## src/rtl/mult_arbiter.sv

```systemverilog
// Round-robin arbiter sharing one external 64x64 multiplier among NUM_REQ requesters.
// Optional busy-cycle counter enabled by defining MULT_ARB_BUSY_CNT_EN.
module mult_arbiter #(
    parameter int NUM_REQ  = 4,
    parameter int MULT_LAT = 2
) (
    input  logic                         clk,
    input  logic                         rst_n,
    input  logic [NUM_REQ-1:0]           req_valid,
    output logic [NUM_REQ-1:0]           req_ready,
    input  logic [NUM_REQ*64-1:0]        req_a,
    input  logic [NUM_REQ*64-1:0]        req_b,
    output logic                         rsp_valid,
    input  logic                         rsp_ready,
    output logic [$clog2(NUM_REQ)-1:0]   rsp_id,
    output logic [127:0]                 rsp_prod,
    output logic [63:0]                  mult_a,
    output logic [63:0]                  mult_b,
    input  logic [127:0]                 mult_p
`ifdef MULT_ARB_BUSY_CNT_EN
   ,output logic [31:0]                  busy_cycles
`endif
);

    localparam int IDW = $clog2(NUM_REQ);
    localparam logic [3:0] LAT = 4'(MULT_LAT);
    localparam logic [NUM_REQ-1:0] ONE = NUM_REQ'(1);
    localparam logic [IDW-1:0] LAST = IDW'(NUM_REQ - 1);

    typedef enum logic [1:0] {IDLE, WAIT, RESP} state_t;

    state_t                    state;
    logic [IDW-1:0]            rr_ptr;
    logic [3:0]                cnt;
    logic [63:0]               op_a;
    logic [63:0]               op_b;
    logic [NUM_REQ-1:0][63:0]  lane_a;
    logic [NUM_REQ-1:0][63:0]  lane_b;
    logic [IDW-1:0]            grant_idx;
    logic [IDW-1:0]            idx;
    logic                      found;

    assign lane_a = req_a;
    assign lane_b = req_b;

    // First valid requester at or after rr_ptr, wrapping past NUM_REQ-1.
    always_comb begin
        found     = 1'b0;
        grant_idx = '0;
        idx       = '0;
        for (int i = 0; i < NUM_REQ; i++) begin
            idx = IDW'((int'(rr_ptr) + i) % NUM_REQ);
            if (!found && req_valid[idx]) begin
                found     = 1'b1;
                grant_idx = idx;
            end
        end
    end

    assign req_ready = (rst_n && state == IDLE && found) ? (ONE << grant_idx) : '0;
    assign mult_a    = op_a;
    assign mult_b    = op_b;

    always_ff @(posedge clk or negedge rst_n) begin
        if (!rst_n) begin
            state     <= IDLE;
            rr_ptr    <= '0;
            cnt       <= '0;
            op_a      <= '0;
            op_b      <= '0;
            rsp_prod  <= '0;
            rsp_id    <= '0;
            rsp_valid <= 1'b0;
        end else begin
            case (state)
                IDLE: begin
                    if (found) begin
                        op_a   <= lane_a[grant_idx];
                        op_b   <= lane_b[grant_idx];
                        rsp_id <= grant_idx;
                        cnt    <= LAT;
                        rr_ptr <= (grant_idx == LAST) ? '0 : grant_idx + 1'b1;
                        state  <= WAIT;
                    end
                end
                WAIT: begin
                    cnt <= cnt - 1'b1;
                    // Multiplier has had MULT_LAT cycles on stable operands by now.
                    if (cnt == 4'd1) begin
                        rsp_prod  <= mult_p;
                        rsp_valid <= 1'b1;
                        state     <= RESP;
                    end
                end
                RESP: begin
                    if (rsp_ready) begin
                        rsp_valid <= 1'b0;
                        state     <= IDLE;
                    end
                end
                default: state <= IDLE;
            endcase
        end
    end

`ifdef MULT_ARB_BUSY_CNT_EN
    always_ff @(posedge clk or negedge rst_n) begin
        if (!rst_n) begin
            busy_cycles <= '0;
        end else if (state != IDLE && busy_cycles != 32'hFFFF_FFFF) begin
            busy_cycles <= busy_cycles + 32'd1;
        end
    end
`endif

endmodule

```

## config.mk

```make
export PLATFORM = sky130hd
export DESIGN_NAME = mult_arbiter
export DESIGN_NICKNAME = d
export VERILOG_FILES = /design/src/rtl/mult_arbiter.sv
export SDC_FILE = /design/constraint.sdc
export NUM_CORES = 1
export LEC_CHECK = 0
export CELL_PAD_IN_SITES_DETAIL_PLACEMENT = 2
export CELL_PAD_IN_SITES_GLOBAL_PLACEMENT = 2
export CORE_AREA = 2 2 353 355
export CTS_BUF_LIST = sky130_fd_sc_hd__clkbuf_4 sky130_fd_sc_hd__clkbuf_8
export DETAILED_ROUTE_END_ITERATION = 12
export DIE_AREA = 0 0 355 357
export GPL_ROUTABILITY_DRIVEN = 0
export HOLD_SLACK_MARGIN = 0.02
export PLACE_DENSITY_LB_ADDON = 0.1
export SLEW_MARGIN = 25
export SYNTH_ARGS = -nofsm -noshare
export SYNTH_HDL_FRONTEND = slang
export SYNTH_SLANG_ARGS = --single-unit
```

## constraint.sdc

```tcl
create_clock -name clk -period 2.4 [get_ports clk]
set_input_delay 0.36 -clock clk [delete_from_list [all_inputs] [get_ports clk]]
set_output_delay 0.36 -clock clk [all_outputs]
set_load 0.05 [all_outputs]
```

# ---- After elaboration in Yosys (flattened, before gate mapping)
# Index checks and enable logic that the tools add are counted.
dict set report totals {
  inputBits 647
  out_inout_bits 263
  wordCells 73
  register_bits 267
}
dict set report classes {
  reduce_logical 16
  shift 1
  add_sub_neg 5
  eq_ne 7
  n_lt_le_gt_ge 5
  mux 31
}
# op count
set ops {}
lappend ops {{binary-select mux 64 bit (select 2 bit)} 2}
lappend ops {{2-to-1 mux 64 bit} 2}
lappend ops {{2-to-1 mux 2 bit} 8}
lappend ops {{less-than comparator 2 x 3 -> 1 bit, second input constant} 5}
lappend ops {{2-to-1 mux 1 bit} 10}
lappend ops {{binary-select mux 1 bit (select 2 bit)} 4}
lappend ops {{2-to-1 mux 4 bit} 2}
lappend ops {{one-hot mux 4 bit (2 select lines)} 1}
lappend ops {{!= test 2 bit, second input constant} 3}
lappend ops {{one-hot mux 2 bit (3 select lines)} 1}
lappend ops {{AND reduction 2 bit} 3}
lappend ops {{AND reduction 3 bit} 2}
lappend ops {{logical AND 1 bit} 5}
lappend ops {{adder 2 x 1 -> 2 bit, second input constant} 2}
lappend ops {{adder 2 bit, second input constant} 2}
lappend ops {{== test 2 bit, second input constant} 2}
lappend ops {{== test 4 x 1 -> 1 bit, second input constant} 1}
lappend ops {{nonzero test 2 bit} 2}
lappend ops {{left shift 1 x 2 -> 4 bit, first input constant} 1}
lappend ops {{subtractor 4 x 1 -> 4 bit, second input constant} 1}
lappend ops {{zero test 1 bit} 3}
lappend ops {{== test 2 x 1 -> 1 bit, second input constant} 1}
lappend ops {{zero test 2 bit} 1}
lappend ops {{one-hot mux 1 bit (2 select lines)} 1}

# ---- Logic depth before layout (Yosys ltp)
dict set report logic_depth {
  depth_word 14
  mapped_depth 8
  mapped_depth_nobuf 7
}

# ---- Least setup slack after synthesis
# OpenSTA, ideal clock, no wires.
dict set report synth_path {
  kind {flip-flop to output port}
  startpoint {register rr_ptr[1]}
  endpoint {output req_ready[0]}
  setup_slack_ns -0.070
  required_time_ns 2.040
  stages_incl_launch_ff 8
  path_buffers 3
  arrival_ns 2.110
  path_cell_list {dfrtp_1 -> mux2_4 -> o221ai_2 -> buf_6 -> buf_6 -> buf_4 -> nand3_1 -> nor2_1}
}
dict set report synth_via {
  elab_chain_len 14
  elab_cells_between_ends 28
  cone_classes {add/sub (3); shift (1); mux (17); reduce/logical (7)}
}
# element line_no
set synth_rtl {}
lappend synth_rtl {{from (decl)} 33} ;# logic [IDW-1:0] rr_ptr;
lappend synth_rtl {{from (signal assigned)} 82} ;# rr_ptr <= (grant_idx == LAST) ? '0 : grant_idx + 1'b1;
lappend synth_rtl {{parallel branches: the longest is 13 deep, another holds adder 2 x 1 -> 2 bit} -}
lappend synth_rtl {{2-to-1 mux 4 bit *} 60} ;# assign req_ready = (rst_n && state == IDLE && found) ? (ONE << grant_idx) : '0;
lappend synth_rtl {{to (decl)} 10} ;# output logic [NUM_REQ-1:0] req_ready,
# Every way passes the cells marked *. The select of a mux whose other input is x is not followed.

# ---- Worst setup path after layout
dict set report layout_path {
  startpoint {register rr_ptr[1]}
  endpoint {output req_ready[3]}
}
# The elaborated chain is that of the path after synthesis.

==> qor.csv <==
metric,value,unit
Final Util,0.229,
Post-Syn Area,0.0134,sq mm
Fillers,13514,
slowest cell delay on critical path,490,ps
period utilization,1.14,
Critical Path RT,2040,ps
Hold WC Path Type,in2reg,
Clock Skews,48.2,ps
maxcap violations,0,
"flops & latches, synth",267,
part of the Yosys area used for sequential elements,0.499,
final setup fails,61,
syn_area_per_cell,12.7,sq um
clock tree sinks,267,
Via density,3.58,
H-tree depth,3,
Worst slew margin,0.481,
worst path cell trace,"mux2_4, o221ai_4, buf_12, inv_6, ha_4, and3_4, buf_12",
GRT Residual Overflow,0,
final worst setup slack,-341,ps
Leak Pwr,11.3,nW
RSZ-0062 raised after global routing,yes,
Mapped Cells,1053,
drt total wl,97.0,mm
Placeable Area,0.123,sq mm
actual slew at the worst max-slew pin,779,ps
Crit path depth,7,
Synth area leaders,"dfrtp_1 50%, mux2i_1 19%, mux2_2 11%, o2bb2ai_1 8.2%, a21oi_1 4.7%",
reg2reg start,rr_ptr[1],
Post-synth top flop,dfrtp_1,
outcome,"finished, violations left",
Die ar.,0.127,sq mm
most frequent CP cell,buf_12,
DR iter-0 viols,403,
worst-path maximum fanout,6,
critical path startpoint category,register,
die width,355,microns
hold path endpoint,rsp_prod[40],
HPWL after DPL,75.9,mm
"Clk pin slew, worst setup/hold paths",50,ps
die height,357,microns
layout cells sized above 1,0.241,
area grow syn2layout,110,%
clock buffer depth,3,
initial core utilization,0.109,
Worst-Skew Late Latency,720,ps
r2r endpoint,mult_b[56],
most frequent cells in the layout,"784 x clkdlybuf4s50_1, 265 x dfrtp_1, 196 x mux2i_1, 128 x mux2_2, 112 x a21oi_1",
Synth top area share,0.499,
router iterations before antenna repair,4,
"commonest non-fill, non-tap cell in the layout",clkdlybuf4s50_1,
initial antenna violation count,20,
"Async S/R FF share, synth",1.00,
hold depth,2,
Final #Nets,2747,
DRC viols,0,
failing checks,negative setup slack,
CTS buffer count,67,
Max VDD drop,0.610,mV
root buffer cell,clkbuf_8,
Ys Warns,0,
fin. max-slew vios,0,
CP max stage cell,dfrtp_2,
first-pass GRT wire length,129,mm
vias in the first global route,15375,
Tmin final,2740,ps
largest net degree at the start of global routing,110,
PortBufs,909,
row count,129,
multi-input combinational cell area,0.00691,sq mm
crit end category,primary output,
Sequential Area,0.00668,sq mm
"area leader, netlist",dfrtp_1,
placed cell areas,0.0252,sq mm
crit path buf inv count,3,
number of synthesized flops with an enable pin,0,
WL/cell,25.5,microns
fmax,365,MHz
routed via count,13608,
CTS tree,built,
reg2reg setup slack,-120,ps
Power Density,1350,mW/mm^2
critical path class,reg2out,
hold_sp,mult_p[40],
Post-DRT Antenna Nets,0,
final instance area,0.0281,sq mm
Top Family by Delay on Critical Path,flip-flops,
GRT Util Overall,0.146,
Synth cell types,38,
reg2reg path depth,12,
Synthesized Nets,1703,
Final Hold Vio Count,0,
# IOs,910,
Worst EP arrival,2380,ps
[worst register-to-register path: stages, from the launching register on]
cell and delay [ps]:
dfrtp_2 490, mux2_4 340, o221ai_4 210, buf_12 170, buf_4 120, buf_8 110, buf_12 160, buf_12 150
buf_12 110, buf_16 140, mux2i_1 240, o2bb2ai_1 130, a21oi_1 60
[registers in the layout, indices dropped and copies added, names as in the netlist]
name and count:
state 2, cnt 4, rr_ptr 2, mult_b 64, rsp_valid 1, rsp_id 2, rsp_prod 128, mult_a 64
[stage by stage]
| step | setup slack (ps) | cells | total power, mW | hold WS [ps] | TNS, ps |
|---|---|---|---|---|---|
| finish | -341 | 3798 | 38.1 | 258 | -4310 |
| global route | -497 | 3793 | 40.3 | 161 | -14630 |
| CTS | -501 | 3739 | 37.4 | 133 | -4400 |
| detailed placement | -469 | 3610 | 31.1 | 206 | -34940 |
| global placement | -435 | 3610 | 30.9 | 208 | -24790 |
| floorplan | -70.3 | 1053 | 21.4 | 64.4 | -141 |
[layout make-up]
type                       instances  area share
clock inverter                    10     0.00311
timing repair buffer            1060       0.392
tap                             1637      0.0728
sequential                       267       0.237
clock buffer                     105      0.0460
multi-input combinational        692       0.246
inverter                           9     0.00138
antenna                           18     0.00160
[logic make-up after synthesis]
group	count (synthesis)	synth area share
muxes	385	0.300
DFF	267	0.499
AOI/OAI and AO/OA	272	0.140
xor gates and xnor gates	2	0.00131
adders and majority gates	3	0.00280
buffers and inverters	94	0.0438
and+or+nand+nor	30	0.0128
[worst max path at each step]
stage	from	to	slack, ps
2_1_floorplan	rr_ptr[1]	req_ready[0]	-70
3_3_place_gp	req_valid[0]	mult_a[29]	-430
3_5_place_dp	req_valid[0]	mult_a[29]	-470
4_1_cts	rr_ptr[1]	req_ready[2]	-500
5_1_grt	rr_ptr[1]	req_ready[2]	-500
6_report	rr_ptr[1]	req_ready[3]	-340
[timing repair]
item	in CTS	in global routing
buffers inserted	14	40
gates cloned	0	9
pin swaps	5	45
hold buffers	1	1
endpoints found under the hold margin	267	8
endpoints found under the setup margin	119	106
gates resized for setup	154	168
[metal layers]
layer	track usage	vias up	wire length (microns)	part of all wire
met2	0.281	402	55100	0.57
met4	0.0447	12	2090	0.022
met3	0.0442	109	5410	0.056
met5	0	-	82	0.00085
met1	0.149	7003	34300	0.35
li1	-	6082	-	-
[cells in the mapped netlist, types with 2 or more instances]
master	n
ha_1	3
buf_6	12
mux2_2	130
nand3_1	4
nand2_1	7
dfrtp_1	267
a21oi_1	126
o21ai_0	10
clkbuf_1	20
nor2b_1	2
xnor2_1	2
and3_1	2
mux2i_1	254
buf_1	6
or3_1	2
o2bb2ai_1	126
a22oi_1	2
nor2_1	6
buf_2	13
inv_1	9
buf_4	33
[power by group]
group,internal [mW],leakage (nW),switching (mW)
Clock,3.42,0.728,2.66
Combinational,9.30,7.49,14.5
Sequential,6.80,3.06,1.42
Note: power is estimated with default switching activity, not from simulation.
